[config.mk]
export PLATFORM = sky130hd
export DESIGN_NAME = tx_byte_arbiter
export DESIGN_NICKNAME = d
export VERILOG_FILES = /design/src/rtl/tx_byte_arbiter.sv
export SDC_FILE = /design/constraint.sdc
export NUM_CORES = 1
export LEC_CHECK = 0
export ABC_AREA = 1
export CELL_PAD_IN_SITES_DETAIL_PLACEMENT = 1
export CELL_PAD_IN_SITES_GLOBAL_PLACEMENT = 2
export CORE_MARGIN = 8
export CORE_UTILIZATION = 31
export CTS_CLUSTER_SIZE = 10
export DETAILED_ROUTE_END_ITERATION = 6
export GPL_ROUTABILITY_DRIVEN = 0
export PLACE_DENSITY_LB_ADDON = 0.1
export SYNTH_ARGS = -nofsm -noshare
export SYNTH_HDL_FRONTEND = slang
export SYNTH_SLANG_ARGS = --single-unit
export TNS_END_PERCENT = 1
[constraint.sdc]
create_clock -name clk -period 2.3 [get_ports clk]
set_input_delay 0.575 -clock clk [delete_from_list [all_inputs] [get_ports clk]]
set_output_delay 0.575 -clock clk [all_outputs]
set_load 0.01 [all_outputs]
[src/rtl/tx_byte_arbiter.sv]
// Round-robin, frame-locked arbiter sharing one byte-serial transmitter
// between N_REQ byte-stream requesters, with a per-byte watchdog.
//
// state | meaning
// IDLE  | no owner; pick next requester in round-robin order from ptr
// SEND  | owner granted; waiting for its byte, then launch tx_valid
// WAIT  | byte handed to transmitter; waiting for trans_done
// ACK   | req_done pulse out; release grant on last byte or fetch next
module tx_byte_arbiter #(
    parameter int N_REQ   = 2,
    parameter int TIMEOUT = 65535,
    parameter int CNT_W   = 16
) (
    input  logic                 clk,
    input  logic                 rst,
    input  logic [N_REQ-1:0]     req_valid,
    input  logic [8*N_REQ-1:0]   req_data,
    input  logic [N_REQ-1:0]     req_last,
    output logic [N_REQ-1:0]     req_done,
    output logic [N_REQ-1:0]     grant,
    output logic                 tx_valid,
    output logic [7:0]           tx_data,
    input  logic                 trans_done,
    output logic                 err_timeout,
    output logic                 busy
);

    localparam int IDX_W = (N_REQ > 1) ? $clog2(N_REQ) : 1;

    typedef enum logic [1:0] {IDLE, SEND, WAIT, ACK} state_t;

    state_t             state;
    logic [IDX_W-1:0]   ptr;
    logic [IDX_W-1:0]   gidx;
    logic [IDX_W-1:0]   sel_idx;
    logic [IDX_W-1:0]   nxt_ptr;
    logic [IDX_W-1:0]   cand;
    logic               sel_found;
    logic [CNT_W-1:0]   counter;
    logic               last_q;
    logic               wd_hit;
    int                 scan;

    // First requesting index at or after ptr, wrapping modulo N_REQ.
    always_comb begin
        sel_found = 1'b0;
        sel_idx   = ptr;
        scan      = 0;
        cand      = '0;
        for (int k = 0; k < N_REQ; k++) begin
            scan = int'(ptr) + k;
            if (scan >= N_REQ) begin
                scan = scan - N_REQ;
            end
            cand = IDX_W'(scan);
            if (!sel_found && req_valid[cand]) begin
                sel_found = 1'b1;
                sel_idx   = cand;
            end
        end
    end

    assign nxt_ptr = (gidx == IDX_W'(N_REQ - 1)) ? '0 : gidx + 1'b1;
    assign wd_hit  = (counter == CNT_W'(TIMEOUT - 1));

    always_ff @(posedge clk or posedge rst) begin
        if (rst) begin
            state       <= IDLE;
            ptr         <= '0;
            gidx        <= '0;
            counter     <= '0;
            last_q      <= 1'b0;
            grant       <= '0;
            req_done    <= '0;
            tx_valid    <= 1'b0;
            tx_data     <= '0;
            err_timeout <= 1'b0;
            busy        <= 1'b0;
        end else begin
            tx_valid    <= 1'b0;
            req_done    <= '0;
            err_timeout <= 1'b0;
            case (state)
                IDLE: begin
                    if (sel_found) begin
                        grant   <= {{(N_REQ-1){1'b0}}, 1'b1} << sel_idx;
                        gidx    <= sel_idx;
                        counter <= '0;
                        busy    <= 1'b1;
                        state   <= SEND;
                    end
                end
                SEND: begin
                    counter <= counter + CNT_W'(1);
                    if (req_valid[gidx]) begin
                        tx_data  <= req_data[{gidx, 3'b000} +: 8];
                        last_q   <= req_last[gidx];
                        tx_valid <= 1'b1;
                        state    <= WAIT;
                    end else if (wd_hit) begin
                        err_timeout <= 1'b1;
                        grant       <= '0;
                        ptr         <= nxt_ptr;
                        busy        <= 1'b0;
                        state       <= IDLE;
                    end
                end
                WAIT: begin
                    counter <= counter + CNT_W'(1);
                    // Completion on the watchdog's final cycle still counts as progress.
                    if (trans_done) begin
                        req_done <= grant;
                        state    <= ACK;
                    end else if (wd_hit) begin
                        err_timeout <= 1'b1;
                        grant       <= '0;
                        ptr         <= nxt_ptr;
                        busy        <= 1'b0;
                        state       <= IDLE;
                    end
                end
                ACK: begin
                    if (last_q) begin
                        grant <= '0;
                        ptr   <= nxt_ptr;
                        busy  <= 1'b0;
                        state <= IDLE;
                    end else begin
                        counter <= '0;
                        state   <= SEND;
                    end
                end
                default: begin
                    state <= IDLE;
                end
            endcase
        end
    end

endmodule

==> impl_metrics.yaml, run 1 <==
cts:
  cts_resized: 0
  numCtsBuffers: 5
  worst_skew_pair.late_latency_ps: 280
  h-tree-depth: 2
  clk_pin_slew_ps: 70
  post_cts_buffers: 0
  cts_hold_buf: 0
  cts_root_buf: "clkbuf_8"
  cts_tree: "done"
  clock-sinks: 36
  clk_path_buf_depth: 2
cells_and_area:
  layout.cells.non_filler: 403
  syn_to_final_growth_pct: 24.6
  nets: 355
  antennaDiodeCount: 0
  fillCellCount: 845
  drive_gt1_frac: 0.0712
pwr:
  power_density_nw_per_um2: 980
  pwr-share-seq: 0.376
  power_mw: 2.53
  p_sw_mw: 1.05
  p_leak_nw: 1.24
  combPwrFrac: 0.463
  switching_share: 0.415
  p_int_mw: 1.48
  irDropWorstVdd_uv: 412
  p_clk_frac: 0.161
synthesis:
  async_flop_share: 1.00
  synth.largest_area_cell: "dfrtp_1"
  synth_fa_ha_area_frac: 0.0422
  synth-simple-area-share: 0.352
  synth_compound_area_frac: 0.0881
  yosysWarnings: 0
  post_synth_instance_area_um2: 2070
  synth_commonest_cells: "89 x nand2_1, 48 x nor2_1, 36 x dfrtp_1"
  ys_seq_elements: 36
  synth_seq_area_share: 0.435
  syn_nets: 314
  synth_flop_cell: "dfrtp_1"
  synth_edf_count: 0
  syn-instance-count: 284
  syn_avg_cell_area_um2: 7.30
  synth_most_common_cell: "nand2_1"
  yosysUniqueCellTypes: 28
  synth_area_leaders: "dfrtp_1 43%, nand2_1 16%, nor2_1 8.7%, inv_1 6.2%, ha_1 4.2%"
  synth_top_family_by_area: "simple AND/OR/NAND/NOR gates"
  yosys.area.top_type_share: 0.435
  synthXorXnorAreaFrac: 0
  synthMuxAreaShare: 0
timing:
  period_needed_ps: 1790
  slew_violations: 0
  tightest_slew_ps: 481
  rsz0062_at_grt: "false"
  skew_ps: 6.31
  setup_viol: 0
  finalHoldViolations: 0
  fin_crit_sh: 0.776
  finalSetupTns_ps: 0
  relSlewSlack: 0.679
  fmax_mhz: 560
critical_path:
  crit_buf_inv: 1
  worstSetupStartpointType: "register"
  required_ps: 1730
  path_cells: "clkdlybuf4s50_1"
  cp.arrival_ps: 1210
  path_max_fanout: 3
  critical_path_class: "register to output port"
  crit_path_end_kind: "output port"
  cp_slowest_cell: "clkdlybuf4s50_1"
  cp_top_family: "buffers and inverters"
  slowest_delay_ps: 550
grt:
  grt.overflow.total: 0
  met1_usage: 0.147
  grtUsageMet3: 0.0334
  grt_pass1_vias: 2010
  grt_util_met2: 0.217
  grt_usage: 0.125
  grt_max_degree: 37
  top_usage_layer: "met2"
  antenna_found_initial: 0
  grt_pass1_wl_um: 9630
floorplanning:
  row_count: 30
  die_area_um2: 9560
  die_x_um: 97.8
  io_pins: 38
  coreArea_um2: 6640
  start_util: 0.312
  chipHeight_um: 97.8
hold_path:
  hp-class: "register to register"
flow_run:
  drv_cap: 0
routing:
  vias: 1855
  finalWirelength_um: 5430
  firstDrtPassIters: 4
  wl_per_cell_um: 13.5
  drtIter0Drc: 36
  drtAntennaViolNets: 0
  drcViolationCount: 0
  via_per_inst: 4.60
placement:
  place_hpwl_um: 4280
  dpl.cell_count: 398
  io_buffer_count: 37
status:
  status: "finished clean"
==> placed cells by master, fill, tap and decap left out, types with 2 or more instances in the layout <==
master | netlist | routed
clkdlybuf4s50_1 | 0 | 37
nand3_1 | 14 | 14
inv_1 | 34 | 34
nand2_2 | 4 | 4
nand2_4 | 2 | 2
a31oi_1 | 9 | 9
dfrtp_1 | 36 | 36
ha_1 | 7 | 7
o21ai_0 | 8 | 8
nand4_1 | 4 | 4
a21oi_2 | 2 | 2
nor2_2 | 2 | 2
nor2_1 | 48 | 48
clkbuf_8 | 1 | 5
nor3_1 | 3 | 3
a21oi_1 | 7 | 7
o21ai_2 | 3 | 3
nand2_1 | 89 | 89
==> final timing paths <==
kind	from	to	slack, ps	cells after the start
hold / removal	busy	busy	470	2
hold reg to reg	busy	busy	470	2
max in group asynchronous	rst	tx_data[5]	1260	3
setup / recovery	grant[0]	grant[0]	510	1
setup reg to reg	state[1]	counter[6]	610	7
min in group asynchronous	rst	counter[7]	710	3
==> worst reg2reg max path, stage by stage, from the launching register on <==
cell and delay [ps]:
dfrtp_1 430, inv_1 150, ha_1 310, nand2_4 110, nand2_4 170, or2_4 250, o21ai_0 100, a21oi_1 110
==> layer usage <==
layer  vias up  wire [um]  share of wire
met5         -          0              0
met3         5        154          0.028
met2        21       2720           0.50
met4         0         46         0.0085
met1       863       2510           0.46
li1        966          -              -
==> sequential cells by signal (all words and copies together) (netlist names), 2 cells and up <==
name,cells
tx_data,8
grant,2
counter,16
req_done,2
state,2
==> power by group through the flow <==
| stage | clock [mW] | combinational (mW) | sequential (mW) |
|---|---|---|---|
| after floorplan | 0 | 0.790 | 0.960 |
| after global placement | 0 | 1.19 | 0.963 |
| after detailed placement | 0 | 1.20 | 0.970 |
| after CTS | 0.440 | 1.20 | 0.961 |
| after global routing | 0.460 | 1.35 | 0.986 |
| final | 0.409 | 1.17 | 0.952 |
==> final cells by class <==
type / instances / area (um2) / share of cell area
flip-flops and latches: 36 / 901 / 0.349
repair buffers: 38 / 378 / 0.146
multi-input cells: 208 / 1000 / 0.387
inverters: 36 / 135 / 0.0523
clock buffers: 5 / 68.8 / 0.0266
well taps: 80 / 100 / 0.0387
==> per-stage QoR <==
step / instance area [um2] / hold slack [ps] / util / setup WS (ps)
2_1_floorplan: 2070 / 455 / - / 852
3_3_place_gp: 2510 / 456 / 0.379 / 272
3_5_place_dp: 2510 / 459 / 0.379 / 243
4_1_cts: 2580 / 476 / 0.389 / 492
5_1_grt: 2580 / 525 / 0.389 / 387
6_report: 2580 / 473 / 0.389 / 514
==> kinds of logic (layout without fill, tap and decap cells) <==
| family | Yosys count | after routing |
|---|---|---|
| AND/OR/NAND/NOR | 171 | 171 |
| buffers and inverters | 40 | 79 |
| flip-flops | 36 | 36 |
| AO/OA/AOI/OAI | 30 | 30 |
| adder cells (fa/ha/maj) | 7 | 7 |
(Power assumes the default switching activity.)
==> inputs of run 2 (changes only) <==
CORE_UTILIZATION = 26   (was 31)
clock period = 1.5 ns   (was 2.3 ns; I/O delays follow)
==> impl_metrics.yaml, run 2 (synthesis results as in run 1) <==
cts:
  clk_path_buf_depth: 2
  cts_root_buf: "clkbuf_8"
  worst_skew_pair.late_latency_ps: 290
  numCtsBuffers: 5
  h-tree-depth: 2
  cts_tree: "done"
  clk_pin_slew_ps: 80
  clock-sinks: 36
grt:
  grt.overflow.total: 0
  grt_usage: 0.116
  grt_pass1_wl_um: 10500
  grt_pass1_vias: 2168
  grt_max_degree: 37
  antenna_found_initial: 0
critical_path:
  path_max_fanout: 6
  critical_path_class: "register to register"
  worstSetupStartpointType: "register"
  cp.arrival_ps: 1630
  path_cells: "inv_2, ha_2, nand2_4, nand2_8, or2_4, o21ai_0, a21oi_1"
  crit_path_end_kind: "register"
  cp_slowest_cell: "dfrtp_1"
  slowest_delay_ps: 400
  required_ps: 1670
  timing.rr.end: "counter[6]"
  ff2ff_setup_slack_ps: 40
  rr_worst_depth: 7
  r2r-start: "state[0]"
cells_and_area:
  final_common_cell: "nand2_1"
  syn_to_final_growth_pct: 48.8
  antennaDiodeCount: 0
  top_register: "counter"
  drive_gt1_frac: 0.238
  finish.utilization: 0.399
  layout_common_cells: "84 x nand2_1, 41 x nor2_1, 35 x dfrtp_1"
  largest_reg_flops: 16
  nets: 391
  fillCellCount: 929
  fin_area_um2: 3080
  top_regs: "counter (16), tx_data (8)"
timing:
  skew_ps: 7.99
  setup_ws_ps: 37.7
  relSlewSlack: 0.796
  rsz0062_at_grt: "true"
  period_needed_ps: 1460
  finalHoldViolations: 0
  setup_viol: 0
  fmax_mhz: 684
  tightest_slew_ps: 304
  fin_crit_sh: 0.975
  slew_violations: 0
placement:
  dpl_worst_slack_ps: -332
  placed_area_um2: 2790
  io_buffer_count: 37
  place_hpwl_um: 4670
floorplanning:
  row_count: 32
  io_pins: 38
  die_area_um2: 11100
  coreArea_um2: 7730
  start_util: 0.268
  chipHeight_um: 105
  die_x_um: 105
routing:
  finalWirelength_um: 6400
  drtAntennaViolNets: 0
  drcViolationCount: 0
  drtIter0Drc: 43
  firstDrtPassIters: 4
  via_per_inst: 4.34
  wl_per_cell_um: 13.8
  vias: 2016
status:
  status: "finished clean"
flow_run:
  drv_cap: 0
pwr:
  power_density_nw_per_um2: 1560
  irDropWorstVdd_uv: 601
  p_leak_nw: 1.51
hold_path:
  hp-class: "input pin to asynchronous set/reset pin"
[run 2: cell types whose count changed in the layout (fill, tap and decap cells not counted), sizes merged]
cell,before,now
buf,1,34
clkdlybuf4s50,37,21
clkbuf,5,7
dlymetal6s2s,0,1
nand2,95,96
dlygate4sd2,0,15
or2,1,2
clkinv,1,2
bufinv,0,1
[run 2: cell type report]
cell class	count	area, um2	share of cell area
clock buffer	6	72.6	0.0235
multi-input combinational	210	1140	0.369
timing repair buffer	72	672	0.218
inverter	36	138	0.0446
clock inverter	2	35.0	0.0114
sequential	36	902	0.292
tap	102	128	0.0414
[run 2: report_power, final]
group,switching (mW),total (mW),internal [mW]
logic,1.38,2.51,1.13
registers,0.184,1.41,1.23
clock network,0.384,0.878,0.494
[run 2: repair_timing]
action / 4_1_cts / 5_1_grt
setup endpoints to repair: 31 / 31
cloned: 0 / 3
gates resized for setup: 19 / 35
hold buffers: 0 / 0
pin swaps: 1 / 13
setup buffers: 0 / 5
[run 2: per-layer routing]
layer / up-vias / share of wire / GRT usage
met2: 19 / 0.51 / 0.204
met3: 7 / 0.027 / 0.0262
met5: - / 0 / 0
met1: 948 / 0.46 / 0.135
li1: 1042 / - / -
met4: 0 / 0.011 / 0.0367
[run 2: how the worst max path moves through the flow]
stage | from | endpoint | slack [ps] | cells after the start
2_1_floorplan | state[0] | counter[4] | 50 | 7
3_3_place_gp | req_valid[1] | counter[6] | -280 | 7
3_5_place_dp | req_valid[1] | counter[6] | -330 | 7
4_1_cts | state[0] | counter[6] | -40 | 7
5_1_grt | state[0] | counter[6] | -50 | 7
6_report | state[0] | counter[6] | 40 | 7
[run 2: stage by stage]
| stage | std cells | hold slack, ps | power, mW | TNS (ps) |
|---|---|---|---|---|
| finish | 464 | 433 | 4.80 | 0 |
| floorplan | 284 | 455 | 2.68 | 0 |
| detailed placement | 448 | 469 | 3.69 | -7500 |
| global route | 464 | 467 | 5.25 | -460 |
| CTS | 456 | 431 | 4.54 | -80.5 |
| global placement | 448 | 460 | 3.67 | -6990 |
[run 2: critical path: cells and delay by family (launching register included)]
kind / cells / cell delay (ps)
compound gates: 2 / 140
fa+ha+maj: 1 / 210
buf+inv: 1 / 70
flops: 1 / 400
simple gates: 3 / 510
==> inputs of run 3 (changes only) <==
SETUP_SLACK_MARGIN = 0.1   (was default)
SLEW_MARGIN = 15   (was default)
==> impl_metrics.yaml, run 3 (synthesis results as in run 1) <==
grt:
  grt_pass1_vias: 2083
  grt_usage: 0.113
  antenna_found_initial: 0
  grt.overflow.total: 0
  grt_max_degree: 37
  grt_pass1_wl_um: 10100
cells_and_area:
  drive_gt1_frac: 0.264
  top_register: "counter"
  syn_to_final_growth_pct: 48.0
  layout_common_cells: "80 x nand2_1, 39 x nor2_1, 33 x dfrtp_1"
  top_regs: "counter (16), tx_data (8)"
  antennaDiodeCount: 0
  largest_reg_flops: 16
  finish.utilization: 0.397
  nets: 385
  final_common_cell: "nand2_1"
  fillCellCount: 931
timing:
  setup_ws_ps: 90.1
  fmax_mhz: 709
  fin_crit_sh: 0.940
  finalHoldViolations: 0
  rsz0062_at_grt: "true"
  tightest_slew_ps: 317
  slew_violations: 0
  skew_ps: 10.1
  setup_viol: 0
  period_needed_ps: 1410
  relSlewSlack: 0.788
pwr:
  p_sw_mw: 1.94
  switching_share: 0.420
  pwr-share-seq: 0.307
  irDropWorstVdd_uv: 551
  p_int_mw: 2.69
  combPwrFrac: 0.528
  p_clk_frac: 0.165
  power_density_nw_per_um2: 1510
  p_leak_nw: 1.46
floorplanning:
  die_area_um2: 11100
  chipHeight_um: 105
  io_pins: 38
  row_count: 32
  die_x_um: 105
  start_util: 0.268
  coreArea_um2: 7730
critical_path:
  crit_buf_inv: 0
  startpoint: "state[1]"
  crit_path_end_kind: "register"
  path_max_fanout: 6
  required_ps: 1690
  path_cells: "ha_2, nand2_4, nand2_8, or2_4, nand2_2, nor2_1"
  cp.arrival_ps: 1600
  cp_slowest_cell: "dfrtp_2"
  r2r-start: "state[1]"
  critical_path_class: "register to register"
  slowest_delay_ps: 460
  cp_top_family: "simple AND/OR/NAND/NOR gates"
  worstSetupStartpointType: "register"
routing:
  drtIter0Drc: 32
  firstDrtPassIters: 4
  vias: 1991
  via_per_inst: 4.35
  wl_per_cell_um: 13.4
  finalWirelength_um: 6160
  drcViolationCount: 0
  drtAntennaViolNets: 0
placement:
  dpl_worst_slack_ps: -297
  place_hpwl_um: 4560
  io_buffer_count: 37
status:
  status: "finished clean"
flow_run:
  drv_cap: 0
cts:
  numCtsBuffers: 5
  cts_tree: "done"
  clk_path_buf_depth: 2
  worst_skew_pair.late_latency_ps: 300
  cts_hold_buf: 0
  cts_root_buf: "clkbuf_8"
  clk_pin_slew_ps: 80
  clock-sinks: 36
  h-tree-depth: 2
hold_path:
  hp-class: "input pin to asynchronous set/reset pin"
run 3: changes by cell type in the layout (fill, tap and decap cells not counted), sizes merged:
cell	before	now
buf	34	29
clkinv	2	1
clkinvlp	0	1
dlygate4sd2	15	16
clkdlybuf4s50	21	20
bufinv	1	0
run 3: final cells by class:
| type | count | area [um2] | area share |
|---|---|---|---|
| repair buffers | 66 | 596 | 0.194 |
| clock inverters | 1 | 7.51 | 0.00245 |
| inverters | 36 | 138 | 0.0449 |
| multi-input cells | 210 | 1210 | 0.394 |
| flip-flops and latches | 36 | 905 | 0.295 |
| well taps | 102 | 128 | 0.0416 |
| clock buffers | 7 | 86.3 | 0.0281 |
run 3: routing by layer:
layer,wire (um),GRT usage
met5,0,0
met4,61,0.0367
met3,196,0.0329
met2,3150,0.197
met1,2750,0.129
run 3: worst min-delay path: stages:
cell             delay (ps)
clkdlybuf4s50_1         410
inv_1                    90
buf_12                  230
run 3: power by group through the flow:
stage	Sequential [mW]	Clock [mW]	Combinational [mW]
2_1_floorplan	1.47	0	1.23
3_3_place_gp	1.43	0	2.22
3_5_place_dp	1.43	0	2.22
4_1_cts	1.41	0.796	2.17
5_1_grt	1.46	0.824	2.73
6_report	1.42	0.762	2.44
run 3: repair_timing:
| action | in CTS | in global routing |
|---|---|---|
| endpoints found under the hold margin | 0 | 0 |
| pin swaps | 6 | 9 |
| resized for setup | 28 | 46 |
| setup buffers | 0 | 5 |
| cloned | 0 | 2 |
| endpoints found under the setup margin | 44 | 34 |
run 3: final timing paths:
kind	slack, ps	end	cells after the start
setup / recovery	90	counter[11]	6
hold / removal	440	counter[3]	3
setup reg to reg	90	counter[11]	6
hold reg to reg	480	busy	2
max in group asynchronous	850	state[1]	3
min in group clk	480	busy	2
run 3: stage by stage:
stage          hold WS (ps)  instance area [um2]  TNS (ps)  instances  power [mW]
4_1_cts                 450                 2860     -20.8        451        4.38
6_report                437                 3070         0        458        4.63
5_1_grt                 476                 3070     -11.1        458        5.02
2_1_floorplan           455                 2090         0        284        2.70
3_3_place_gp            466                 2750     -5890        443        3.64
3_5_place_dp            472                 2750     -6480        443        3.65
